[config.mk]
export PLATFORM = sky130hd
export DESIGN_NAME = lcd_bus_master
export DESIGN_NICKNAME = d
export VERILOG_FILES = /design/src/rtl/lcd_bus_master.sv
export SDC_FILE = /design/constraint.sdc
export NUM_CORES = 1
export LEC_CHECK = 0
export CORE_ASPECT_RATIO = 1.2
export CORE_MARGIN = 3
export CORE_UTILIZATION = 25
export CTS_CLUSTER_SIZE = 16
export DETAILED_ROUTE_END_ITERATION = 10
export PLACE_DENSITY = 0.54
export SLEW_MARGIN = 0
export SYNTH_ARGS = -nofsm -noshare
export SYNTH_HDL_FRONTEND = slang
export SYNTH_SLANG_ARGS = --single-unit
[constraint.sdc]
create_clock -name pclk -period 7.5 [get_ports pclk]
set_input_delay 1.5 -clock pclk [delete_from_list [all_inputs] [get_ports pclk]]
set_output_delay 1.5 -clock pclk [all_outputs]
set_load 0.03 [all_outputs]
[src/rtl/lcd_bus_master.sv]
// Host-side initiator for a 24-bit 8080-style parallel LCD bus: paces write/read strobes from a
// valid/ready command stream, sequences the panel hardware reset and registers the backlight.
module lcd_bus_master #(
    parameter int unsigned TWRL  = 2,
    parameter int unsigned TWRH  = 2,
    parameter int unsigned TRDL  = 4,
    parameter int unsigned TRDH  = 2,
    parameter int unsigned TRST  = 1000,
    parameter int unsigned TRSTW = 2000
) (
    input  logic        pclk,
    input  logic        prst,
    input  logic        req_valid,
    output logic        req_ready,
    input  logic        req_rd,
    input  logic        req_rs,
    input  logic [23:0] req_data,
    output logic        rsp_valid,
    output logic [23:0] rsp_data,
    input  logic        reset_req,
    input  logic        blk_en,
    output logic        busy,
    output logic        blk,
    output logic        cs,
    output logic        rs,
    output logic        wr,
    output logic        rd,
    output logic        rst,
    output logic [23:0] data_o,
    output logic        data_oe,
    input  logic [23:0] data_i
);

    typedef enum logic [2:0] {
        StRstLo, StRstWait, StIdle, StSetup, StWrLo, StWrHi, StRdLo, StRdHi
    } state_e;

    state_e      state_q;
    logic [15:0] cnt_q;
    logic        is_rd_q;
    logic        ready_q;
    logic        cs_q, rs_q, wr_q, rd_q, rst_q, oe_q, blk_q, busy_q;
    logic [23:0] data_q;
    logic        rsp_valid_q;
    logic [23:0] rsp_data_q;
    logic        start;

    // A pending panel reset request withdraws ready in IDLE so the command is not taken.
    assign req_ready = ready_q & ~(reset_req & (state_q == StIdle));
    assign start     = req_valid & req_ready;

    always_ff @(posedge pclk or posedge prst) begin
        if (prst) begin
            state_q     <= StRstLo;
            cnt_q       <= 16'(TRST - 1);
            is_rd_q     <= 1'b0;
            ready_q     <= 1'b0;
            cs_q        <= 1'b1;
            rs_q        <= 1'b0;
            wr_q        <= 1'b1;
            rd_q        <= 1'b1;
            rst_q       <= 1'b0;
            oe_q        <= 1'b0;
            busy_q      <= 1'b1;
            data_q      <= 24'h0;
            rsp_valid_q <= 1'b0;
            rsp_data_q  <= 24'h0;
        end else begin
            rsp_valid_q <= 1'b0;
            if (start) begin
                state_q <= StSetup;
                is_rd_q <= req_rd;
                ready_q <= 1'b0;
                busy_q  <= 1'b1;
                cs_q    <= 1'b0;
                rs_q    <= req_rs;
                data_q  <= req_rd ? 24'h0 : req_data;
                oe_q    <= ~req_rd;
            end else begin
                unique case (state_q)
                    StRstLo: begin
                        if (cnt_q == 16'd0) begin
                            state_q <= StRstWait;
                            rst_q   <= 1'b1;
                            cnt_q   <= 16'(TRSTW - 1);
                        end else begin
                            cnt_q <= cnt_q - 16'd1;
                        end
                    end
                    StRstWait: begin
                        if (cnt_q == 16'd0) begin
                            state_q <= StIdle;
                            ready_q <= 1'b1;
                            busy_q  <= 1'b0;
                        end else begin
                            cnt_q <= cnt_q - 16'd1;
                        end
                    end
                    StIdle: begin
                        if (reset_req) begin
                            state_q <= StRstLo;
                            rst_q   <= 1'b0;
                            cnt_q   <= 16'(TRST - 1);
                            ready_q <= 1'b0;
                            busy_q  <= 1'b1;
                        end
                    end
                    StSetup: begin
                        if (is_rd_q) begin
                            state_q <= StRdLo;
                            rd_q    <= 1'b0;
                            cnt_q   <= 16'(TRDL - 1);
                        end else begin
                            state_q <= StWrLo;
                            wr_q    <= 1'b0;
                            cnt_q   <= 16'(TWRL - 1);
                        end
                    end
                    StWrLo: begin
                        if (cnt_q == 16'd0) begin
                            state_q <= StWrHi;
                            wr_q    <= 1'b1;
                            cnt_q   <= 16'(TWRH - 1);
                            ready_q <= (TWRH == 1);
                        end else begin
                            cnt_q <= cnt_q - 16'd1;
                        end
                    end
                    StRdLo: begin
                        if (cnt_q == 16'd0) begin
                            state_q     <= StRdHi;
                            rd_q        <= 1'b1;
                            cnt_q       <= 16'(TRDH - 1);
                            ready_q     <= (TRDH == 1);
                            rsp_valid_q <= 1'b1;
                            rsp_data_q  <= data_i;
                        end else begin
                            cnt_q <= cnt_q - 16'd1;
                        end
                    end
                    StWrHi, StRdHi: begin
                        if (cnt_q == 16'd0) begin
                            state_q <= StIdle;
                            cs_q    <= 1'b1;
                            oe_q    <= 1'b0;
                            busy_q  <= 1'b0;
                        end else begin
                            cnt_q <= cnt_q - 16'd1;
                            // Raise ready one edge early so it is registered in the last hold cycle.
                            if (cnt_q == 16'd1) begin
                                ready_q <= 1'b1;
                            end
                        end
                    end
                endcase
            end
        end
    end

    always_ff @(posedge pclk or posedge prst) begin
        if (prst) begin
            blk_q <= 1'b0;
        end else begin
            blk_q <= blk_en;
        end
    end

    assign busy      = busy_q;
    assign blk       = blk_q;
    assign cs        = cs_q;
    assign rs        = rs_q;
    assign wr        = wr_q;
    assign rd        = rd_q;
    assign rst       = rst_q;
    assign data_o    = data_q;
    assign data_oe   = oe_q;
    assign rsp_valid = rsp_valid_q;
    assign rsp_data  = rsp_data_q;

endmodule

==> reports/qor.txt, run 1 <==
vias post-DR -> 3140
filler-free cell count of the finished design -> 672
final sum of negative setup slack -> 0 ns
Layout area overhead -> 42.5%
path class of the lowest-slack min-delay path -> reg -> reg
number of warnings printed during yosys synthesis -> 0
io pins -> 113
post-DP HPWL -> 7.11 mm
flip-flop and latch count after synthesis -> 78
antenna violation net count after detailed routing -> 0
worst setup path startpoint -> reset_req
most used standard cell by instance count after synthesis -> sky130_fd_sc_hd__nand2_1
area share of the leading cell type in the synthesized netlist -> 43.6%
GRT Residual Overflow -> 0
dpl ws -> 2.82 ns
max-slew violation total from the final report -> 0
status -> finished, final reports clean
crit path time final -> 4.68 ns
largest cells by area after synthesis -> sky130_fd_sc_hd__dfrtp_1 (44%), sky130_fd_sc_hd__dfstp_2 (8.3%), sky130_fd_sc_hd__mux2_4 (7.9%)
Post-CTS Resized -> 0
cell count after placement -> 656
clock insertion delay at the later pin of the skew report -> 0.35 ns
flop2flop setup slack -> 4.39 ns
number of optimization iterations in the first detailed-route pass -> 4
CTS tree -> yes
Critical Path RT -> 6.00 ns
Cell Pwr Density -> 374 nW/um^2
transition time at the pin with the least slew margin -> 1.13 ns
starting density of the core -> 26.0%
worst setup path endpoint -> req_ready
tightest slew margin relative to the limit -> 25.0%
clock skew -> 0.00941 ns
maximum fanout encountered on the critical timing path -> 6
RSZ-0062 raised after global routing -> false
post-route core utilization -> 37.0%
Clock Pin Slew Worst Setup and Hold Paths -> 0.06 ns
number of cells on the worst reg-to-reg path -> 7
hold buffer count at cts -> 0
Setup WS post-layout -> 2.82 ns
number of levels the H-tree was split into -> 3
antenna diode instance count -> 0
chip height -> 141 microns
library cell used as clock root buffer -> sky130_fd_sc_hd__clkbuf_16
data arrival time of the critical path -> 3.18 ns
share of the yosys chip area belonging to registers -> 51.9%
post-synthesis instance area -> 3790 sq um
# port buffers -> 112
via count of the first global-routing pass -> 3171
start of the worst register-to-register path -> cnt_q[1]$_DFFE_PP1P_
net count reported at finish -> 525
CTS buffer count -> 9
Leakage -> 2.34 nW
final worst path period share -> 62.4%
maximum number of pins on one net before global-route repair -> 79
startpoint type of the worst setup path -> input pin
layout cells sized above 1 -> 12.9%
Top Family by Delay on Critical Path -> buffers and inverters
buffering stage count on the worst path with inverters included -> 2
Final Wtd Congestion -> 0.843
library cells used by synthesis -> 58
post-synthesis instance total -> 362
Cell Chain, Critical Path -> clkdlybuf4s50_1 > nor3b_2 > nor2_1 > clkdlybuf4s50_1
CP peak stage delay -> 0.60 ns
sum of routed wire length over all layers -> 10.4 mm
die area -> 16700 sq um
die width -> 118 microns
Peak supply drop -> 174 uV
total number of placement rows -> 48
number of enable flip-flop cells after synthesis -> 0
number of DRC markers in iteration 0 -> 127
buffers inserted by post-CTS timing repair -> 0
average via count per standard cell -> 4.67
type of the worst setup path -> in -> out
cell mode on critical path -> sky130_fd_sc_hd__clkdlybuf4s50_1
Slowest cell on crit path -> sky130_fd_sc_hd__clkdlybuf4s50_1
commonest cells in the synthesized netlist -> sky130_fd_sc_hd__nand2_1 (72), sky130_fd_sc_hd__dfrtp_1 (66), sky130_fd_sc_hd__nor2_1 (29)
largest area contributor in the netlist -> sky130_fd_sc_hd__dfrtp_1
antenna violations before repair -> 0
max-cap violation count -> 0
cell count along the critical path -> 4
kind of capture point of the worst setup path -> primary output
total of endpoints with negative setup slack in the final report -> 0
Wirelength per Cell -> 15.5 microns
drc violations -> 0
total global routing track utilization -> 12.8%
synthesized area per cell -> 10.5 sq um
Synth Flop Type -> sky130_fd_sc_hd__dfrtp_1
core area -> 14600 sq um
Max Clk Rate -> 214 MHz
final hold violation count -> 0
Async SR Flop Fraction -> 100%
Max Root-Sink Buffers -> 2
number of nets produced by synthesis -> 420
worst reg2reg endpoint -> cnt_q[3]$_DFFE_PP0P_
global-route wire length before repair -> 17.0 mm
sinks on the clock net -> 78
[kinds of logic after synthesis]
group                    after synthesis  share of synthesized area (%)
buffers and inverters                 29                           4.16
AO/OA/AOI/OAI                         55                           10.0
adder cells (fa/ha/maj)                3                          0.991
flip-flops                            78                           51.9
multiplexers                          24                           9.11
XOR/XNOR                               4                          0.925
AND/OR/NAND/NOR                      169                           22.9
[layer usage]
metal  part of all wire (%)  global-route usage, %
met5                      0                      0
met4                    2.0                   5.74
met3                    6.6                   3.81
met2                     50                   21.4
met1                     42                   15.1
[how the worst min path moves through the flow]
stage	from	to	slack (ns)	cells after the start
floorplan	cnt_q[1]$_DFFE_PP1P_	cnt_q[1]$_DFFE_PP1P_	0.48	2
CTS	data_o[10]$_DFFE_PP0P_	data_o[10]$_DFFE_PP0P_	0.47	2
global placement	data_o[0]$_DFFE_PP0P_	data_o[0]$_DFFE_PP0P_	0.45	2
detailed placement	data_o[6]$_DFFE_PP0P_	data_o[6]$_DFFE_PP0P_	0.46	2
finish	data_o[0]$_DFFE_PP0P_	data_o[0]$_DFFE_PP0P_	0.47	2
global route	data_o[19]$_DFFE_PP0P_	data_o[19]$_DFFE_PP0P_	0.49	2
[worst reg2reg max path, delay by kind of cell, from the launching register on]
kind / cells / cell delay [ns]
buf+inv: 1 / 0.14
flops: 1 / 0.40
fa+ha+maj: 1 / 0.23
simple gates: 3 / 1.03
compound gates: 2 / 1.20
[placed cells by master, fill, tap and decap left out, types with 2 or more instances in the layout]
cell type                         netlist  layout
sky130_fd_sc_hd__clkdlybuf4s50_1        0     112
sky130_fd_sc_hd__nand2_1               72      72
sky130_fd_sc_hd__dfrtp_1               66      66
sky130_fd_sc_hd__nor2_1                29      28
sky130_fd_sc_hd__nand3b_1              24      24
sky130_fd_sc_hd__mux2_4                20      20
sky130_fd_sc_hd__dfstp_2               12      12
sky130_fd_sc_hd__a21oi_1               11      11
sky130_fd_sc_hd__o21ai_0               11      11
sky130_fd_sc_hd__clkbuf_16              0       9
sky130_fd_sc_hd__nor4_1                 8       8
sky130_fd_sc_hd__inv_1                  9       8
sky130_fd_sc_hd__nor3_1                 5       5
sky130_fd_sc_hd__mux2_2                 4       4
sky130_fd_sc_hd__and3_1                 4       4
sky130_fd_sc_hd__o31ai_1                4       4
sky130_fd_sc_hd__nand3_1                4       4
sky130_fd_sc_hd__and4_1                 3       3
sky130_fd_sc_hd__nand2b_1               3       3
sky130_fd_sc_hd__nand4_1                3       3
sky130_fd_sc_hd__nor3b_1                3       3
sky130_fd_sc_hd__o32ai_1                3       3
sky130_fd_sc_hd__o2111ai_1              3       3
sky130_fd_sc_hd__xor2_1                 3       3
sky130_fd_sc_hd__or4_1                  3       3
sky130_fd_sc_hd__ha_1                   3       3
sky130_fd_sc_hd__bufinv_16              0       3
sky130_fd_sc_hd__o21a_1                 2       2
sky130_fd_sc_hd__clkinv_2               0       2
sky130_fd_sc_hd__o22ai_1                2       2
sky130_fd_sc_hd__o211ai_1               2       2
sky130_fd_sc_hd__buf_4                  0       2
[power breakdown]
group | switching (mW) | total, mW | internal [mW]
registers | 0.132 | 0.697 | 0.565
clock network | 0.184 | 0.510 | 0.326
logic | 0.488 | 0.811 | 0.323
total | 0.804 | 2.02 | 1.21
[cell type report]
cell class                 instances  area, sq um
sequential                        78         1970
timing repair buffer             114         1140
fill                            1479         9190
inverter                           9         35.0
multi-input combinational        255         1670
clock buffer                       9          225
clock inverter                     7          120
tap                              200          250
[sequential cells by signal, summed over array words and instances, names as in the netlist, 3 cells and up]
signal	count
data_o	24
cnt_q	16
rsp_data	24
state_q	3
[metrics by stage]
stage	power, mW	hold WS, ns	area [sq um]
6_report	2.02	0.469	5400
5_1_grt	2.15	0.492	5400
4_1_cts	2.04	0.470	5400
3_5_place_dp	1.51	0.459	5060
3_3_place_gp	1.51	0.452	5060
2_1_floorplan	1.19	0.476	3790
Note: power is estimated with default switching activity, not from simulation.
==> run 2: changes to the inputs <==
--- a/config.mk
+++ b/config.mk
@@ -10,7 +10,7 @@
 export CORE_UTILIZATION = 25
 export CTS_CLUSTER_SIZE = 16
 export DETAILED_ROUTE_END_ITERATION = 10
-export PLACE_DENSITY = 0.54
+export PLACE_DENSITY = 0.56
 export SLEW_MARGIN = 0
 export SYNTH_ARGS = -nofsm -noshare
 export SYNTH_HDL_FRONTEND = slang
==> constraint.sdc (replaced) <==
create_clock -name pclk -period 4.2 [get_ports pclk]
set_input_delay 0.84 -clock pclk [delete_from_list [all_inputs] [get_ports pclk]]
set_output_delay 0.84 -clock pclk [all_outputs]
set_load 0.03 [all_outputs]
==> run 2 against run 1 <==
Critical path depth is the same. Critical endpoint unchanged. Register-to-register slack got worse by 3.3 ns. Worst setup slack got worse by 2.0 ns. Via count decreased by 0.61%. Worst hold slack got worse by 0.0041 ns. Non-clock buffer count up 2. Final cell count grew 0.30%. Global-route usage is essentially flat. Sequential cell count did not move. First-iteration DRC count up 7.1%.
==> reports/qor.txt, run 2 (synthesis results as in run 1) <==
core area -> 14600 sq um
average via count per standard cell -> 4.63
Max Clk Rate -> 299 MHz
total of endpoints with negative setup slack in the final report -> 0
die width -> 118 microns
sinks on the clock net -> 78
antenna violation net count after detailed routing -> 0
detailed-routing wirelength on met1 -> 4.50 mm
library cell used as clock root buffer -> sky130_fd_sc_hd__clkbuf_16
final worst path period share -> 79.7%
Layout area overhead -> 41.8%
maximum number of pins on one net before global-route repair -> 48
number of DRC markers in iteration 0 -> 136
vias post-DR -> 3121
Placement Cell Area -> 5070 sq um
total number of placement rows -> 48
max-cap violation count -> 0
GRT Residual Overflow -> 0
Clock Pin Slew Worst Setup and Hold Paths -> 0.06 ns
number of filler instances in the final layout -> 1435
net count reported at finish -> 527
maximum fanout encountered on the critical timing path -> 6
antenna violations before repair -> 0
sum of routed wire length over all layers -> 10.5 mm
final sum of negative setup slack -> 0 ns
# port buffers -> 112
final hold violation count -> 0
startpoint type of the worst setup path -> input pin
tightest slew margin relative to the limit -> 38.7%
dpl ws -> 0.810 ns
cell count after placement -> 658
hold buffer count at cts -> 0
most common library cell in the layout ignoring fill and taps -> sky130_fd_sc_hd__clkdlybuf4s50_1
type of the worst setup path -> in -> out
max-slew violation total from the final report -> 0
Post-CTS Resized -> 0
wire length on met2 -> 5.25 mm
total global routing track utilization -> 12.7%
met3 wirelength from detailed routing -> 586 microns
CTS buffer count -> 9
CTS tree -> yes
Peak supply drop -> 394 uV
antenna diode instance count -> 0
multi-input combinational cell area -> 1670 sq um
Wirelength per Cell -> 15.6 microns
transition time at the pin with the least slew margin -> 0.912 ns
filler-free cell count of the finished design -> 674
via count of the first global-routing pass -> 3258
status -> finished, final reports clean
clock insertion delay at the later pin of the skew report -> 0.34 ns
data arrival time of the critical path -> 2.51 ns
path class of the lowest-slack min-delay path -> reg -> reg
starting density of the core -> 26.0%
crit path time final -> 3.35 ns
number of levels the H-tree was split into -> 3
Cell Pwr Density -> 651 nW/um^2
number of optimization iterations in the first detailed-route pass -> 4
chip height -> 141 microns
global-route wire length before repair -> 17.0 mm
top library cells by usage in the layout, fill and taps aside -> sky130_fd_sc_hd__clkdlybuf4s50_1 (112), sky130_fd_sc_hd__nand2_1 (72), sky130_fd_sc_hd__dfrtp_1 (66)
clock skew -> 0.00772 ns
die area -> 16700 sq um
Critical Path RT -> 3.36 ns
layout cells sized above 1 -> 13.3%
Final Wtd Congestion -> 0.843
drc violations -> 0
io pins -> 113
Max Root-Sink Buffers -> 2
RSZ-0062 raised after global routing -> false
kind of capture point of the worst setup path -> primary output
post-DP HPWL -> 7.54 mm
design area -> 5380 sq um
Max Used Layer -> met4
Design Power -> 3.50 mW
total area of sequential cells -> 1970 sq um
buffers inserted by post-CTS timing repair -> 0
Setup WS post-layout -> 0.851 ns
Leakage -> 2.32 nW
## run 2: cell types whose count changed in the layout (fill, tap and decap cells not counted)
| cell | before | now |
|---|---|---|
| sky130_fd_sc_hd__inv_6 | 1 | 3 |
| sky130_fd_sc_hd__bufinv_16 | 3 | 1 |
| sky130_fd_sc_hd__clkinv_2 | 2 | 1 |
| sky130_fd_sc_hd__buf_4 | 2 | 4 |
| sky130_fd_sc_hd__clkinvlp_4 | 1 | 3 |
| sky130_fd_sc_hd__clkinv_4 | 1 | 0 |
## run 2: worst paths after layout
check / to / depth (start not counted) / slack (ns) / from
max: req_ready / 4 / 0.85 / reset_req
min: data_o[8]$_DFFE_PP0P_ / 2 / 0.46 / data_o[8]$_DFFE_PP0P_
max reg2reg: cnt_q[3]$_DFFE_PP0P_ / 7 / 1.07 / cnt_q[1]$_DFFE_PP1P_
min reg2reg: data_o[8]$_DFFE_PP0P_ / 2 / 0.46 / data_o[8]$_DFFE_PP0P_
max in group asynchronous: cnt_q[0]$_DFFE_PP1P_ / 3 / 2.42 / prst
min in group asynchronous: rsp_data[21]$_DFFE_PP0P_ / 2 / 0.97 / prst
## run 2: critical path, cell delays in order
cell and delay [ns]:
sky130_fd_sc_hd__clkdlybuf4s50_1 0.57, sky130_fd_sc_hd__nor3b_2 0.42, sky130_fd_sc_hd__nor2_1 0.07, sky130_fd_sc_hd__clkdlybuf4s50_1 0.60
## run 2: metrics by stage
step / utilization (%) / hold slack, ns
3_5_place_dp: 34.7 / 0.457
5_1_grt: 36.8 / 0.498
3_3_place_gp: 34.7 / 0.450
6_report: 36.8 / 0.464
2_1_floorplan: - / 0.476
4_1_cts: 36.8 / 0.469
## run 2: layout make-up
cell class	count	area share, %
Clock inverter	7	1.47
Tap cell	200	4.66
Clock buffer	9	4.19
Sequential cell	78	36.6
Timing Repair Buffer	116	21.4
Inverter	9	0.652
Multi-Input combinational cell	255	31.0
## run 2: per-layer routing
layer | up-vias | global-route usage (%)
li1 | 1503 | -
met1 | 1516 | 15.2
met2 | 84 | 21.4
met3 | 18 | 3.97
met4 | 0 | 5.00
met5 | - | 0
## run 2: report_power, final
group          total [mW]  internal (mW)  switching, mW
Combinational        1.45          0.580          0.867
Sequential           1.25           1.01          0.239
Clock               0.803          0.467          0.336
Total                3.50           2.06           1.44
==> run 3: changes to the inputs <==
--- a/config.mk
+++ b/config.mk
@@ -10,7 +10,7 @@
 export CORE_UTILIZATION = 25
 export CTS_CLUSTER_SIZE = 16
 export DETAILED_ROUTE_END_ITERATION = 10
-export PLACE_DENSITY = 0.56
+export PLACE_DENSITY = 0.54
 export SLEW_MARGIN = 0
 export SYNTH_ARGS = -nofsm -noshare
 export SYNTH_HDL_FRONTEND = slang
==> constraint.sdc (replaced) <==
create_clock -name pclk -period 3.3 [get_ports pclk]
set_input_delay 0.66 -clock pclk [delete_from_list [all_inputs] [get_ports pclk]]
set_output_delay 0.66 -clock pclk [all_outputs]
set_load 0.03 [all_outputs]
==> run 3 against run 2 <==
Via count rose by 3.1%. Worst hold slack worse by 0.0029 ns. Wire length decreased by 0.30%. Critical path depth unchanged. Non-clock buffer count grew 5. Critical endpoint unchanged. Final cell count increased by 0.74%. Final area up 1.1%. Combinational power is 32% higher.
==> reports/qor.txt, run 3 (synthesis results as in run 1) <==
GRT Residual Overflow -> 0
kind of capture point of the worst setup path -> primary output
max-slew violation total from the final report -> 0
path class of the lowest-slack min-delay path -> reg -> reg
design area -> 5430 sq um
Slowest cell on crit path -> sky130_fd_sc_hd__clkdlybuf4s50_1
total number of placement rows -> 48
cell mode on critical path -> sky130_fd_sc_hd__clkdlybuf4s50_1
total global routing track utilization -> 12.8%
type of the worst setup path -> in -> out
transition time at the pin with the least slew margin -> 0.877 ns
maximum number of pins on one net before global-route repair -> 54
Critical Path RT -> 2.64 ns
core area -> 14600 sq um
sum of routed wire length over all layers -> 10.5 mm
Placement Cell Area -> 5120 sq um
Max Clk Rate -> 345 MHz
Cell Pwr Density -> 833 nW/um^2
post-DP HPWL -> 7.39 mm
final hold violation count -> 0
most common library cell in the layout ignoring fill and taps -> sky130_fd_sc_hd__clkdlybuf4s50_1
CTS tree -> yes
io pins -> 113
vias post-DR -> 3218
crit path time final -> 2.90 ns
Clock Pin Slew Worst Setup and Hold Paths -> 0.06 ns
top library cells by usage in the layout, fill and taps aside -> sky130_fd_sc_hd__clkdlybuf4s50_1 (112), sky130_fd_sc_hd__nand2_1 (72), sky130_fd_sc_hd__dfrtp_1 (66)
chip height -> 141 microns
global-route wire length before repair -> 17.2 mm
total of endpoints with negative setup slack in the final report -> 0
buffering stage count on the worst path with inverters included -> 2
number of DRC markers in iteration 0 -> 147
net count reported at finish -> 532
Layout area overhead -> 43.3%
antenna violations before repair -> 0
starting density of the core -> 26.0%
final sum of negative setup slack -> 0 ns
library cell used as clock root buffer -> sky130_fd_sc_hd__clkbuf_16
number of levels the H-tree was split into -> 3
buffers inserted by post-CTS timing repair -> 0
data arrival time of the critical path -> 2.24 ns
hold buffer count at cts -> 0
via count of the first global-routing pass -> 3285
startpoint type of the worst setup path -> input pin
Peak supply drop -> 410 uV
max-cap violation count -> 0
clock skew -> 0.00655 ns
clock insertion delay at the later pin of the skew report -> 0.34 ns
flop2flop setup slack -> 0.48 ns
final worst path period share -> 87.7%
tightest slew margin relative to the limit -> 41.2%
layout cells sized above 1 -> 14.2%
Post-CTS Resized -> 0
antenna diode instance count -> 0
# port buffers -> 112
RSZ-0062 raised after global routing -> false
sinks on the clock net -> 78
Top Family by Delay on Critical Path -> buffers and inverters
antenna violation net count after detailed routing -> 0
status -> finished, final reports clean
Cell Chain, Critical Path -> clkdlybuf4s50_1 > nor3b_2 > nor2_1 > clkdlybuf4s50_1
average via count per standard cell -> 4.74
Leakage -> 2.36 nW
CP peak stage delay -> 0.70 ns
CTS buffer count -> 9
Wirelength per Cell -> 15.4 microns
drc violations -> 0
maximum fanout encountered on the critical timing path -> 4
die width -> 118 microns
Final Wtd Congestion -> 0.878
number of optimization iterations in the first detailed-route pass -> 4
Max Root-Sink Buffers -> 2
die area -> 16700 sq um
-- run 3: cell count changes in the layout (fill, tap and decap cells not counted), sizes merged --
cell	before	now
buf	4	9
clkinvlp	3	1
clkinv	1	2
inv	11	12
-- run 3: worst paths after layout --
path | from | end | cells past startpoint
worst max-delay path | reset_req | req_ready | 4
worst min-delay path | data_o[2]$_DFFE_PP0P_ | data_o[2]$_DFFE_PP0P_ | 2
worst max register to register | cnt_q[1]$_DFFE_PP1P_ | cnt_q[3]$_DFFE_PP0P_ | 7
worst min register to register | data_o[2]$_DFFE_PP0P_ | data_o[2]$_DFFE_PP0P_ | 2
max in group asynchronous | prst | wr$_DFFE_PP1P_ | 3
min in group asynchronous | prst | rsp_data[7]$_DFFE_PP0P_ | 2
-- run 3: routing by layer --
| metal | vias up | share of wire (%) | track usage [%] |
|---|---|---|---|
| met3 | 17 | 6.0 | 4.17 |
| met4 | 0 | 2.4 | 5.37 |
| met5 | - | 0 | 0 |
| li1 | 1507 | - | - |
| met2 | 92 | 50 | 21.8 |
| met1 | 1602 | 41 | 14.9 |
-- run 3: per-stage QoR --
| step | worst slack (ns) | total power [mW] | hold WS [ns] | std cells | util [%] |
|---|---|---|---|---|---|
| after floorplan | 0.665 | 2.71 | 0.476 | 362 | - |
| final | 0.405 | 4.53 | 0.462 | 679 | 37.2 |
| after global placement | 0.392 | 3.48 | 0.449 | 663 | 35.1 |
| after detailed placement | 0.390 | 3.50 | 0.455 | 663 | 35.1 |
| after global routing | 0.259 | 4.82 | 0.501 | 679 | 37.2 |
| after CTS | 0.390 | 4.58 | 0.469 | 679 | 37.2 |
-- run 3: power breakdown --
group | switching, mW | leakage (nW) | internal, mW | total (mW)
sequential | 0.274 | 0.952 | 1.28 | 1.56
combinational | 1.15 | 1.26 | 0.772 | 1.92
clock | 0.442 | 0.150 | 0.603 | 1.05
-- run 3: final cells by class --
type                            instances  area [sq um]
Fill cell                            1459          9160
Sequential cell                        78          1970
Inverter                                9          35.0
Multi-Input combinational cell        255          1670
Clock inverter                          7          86.3
Clock buffer                            9           225
Timing Repair Buffer                  121          1200
Tap cell                              200           250
-- run 3: worst reg2reg max path: cells and delay by family, from the launching register on --
| family | cells | cell delay, ns |
|---|---|---|
| adder cells (fa/ha/maj) | 1 | 0.21 |
| flip-flops | 1 | 0.39 |
| AO/OA/AOI/OAI | 2 | 1.14 |
| AND/OR/NAND/NOR | 3 | 0.83 |
| buffers and inverters | 1 | 0.14 |
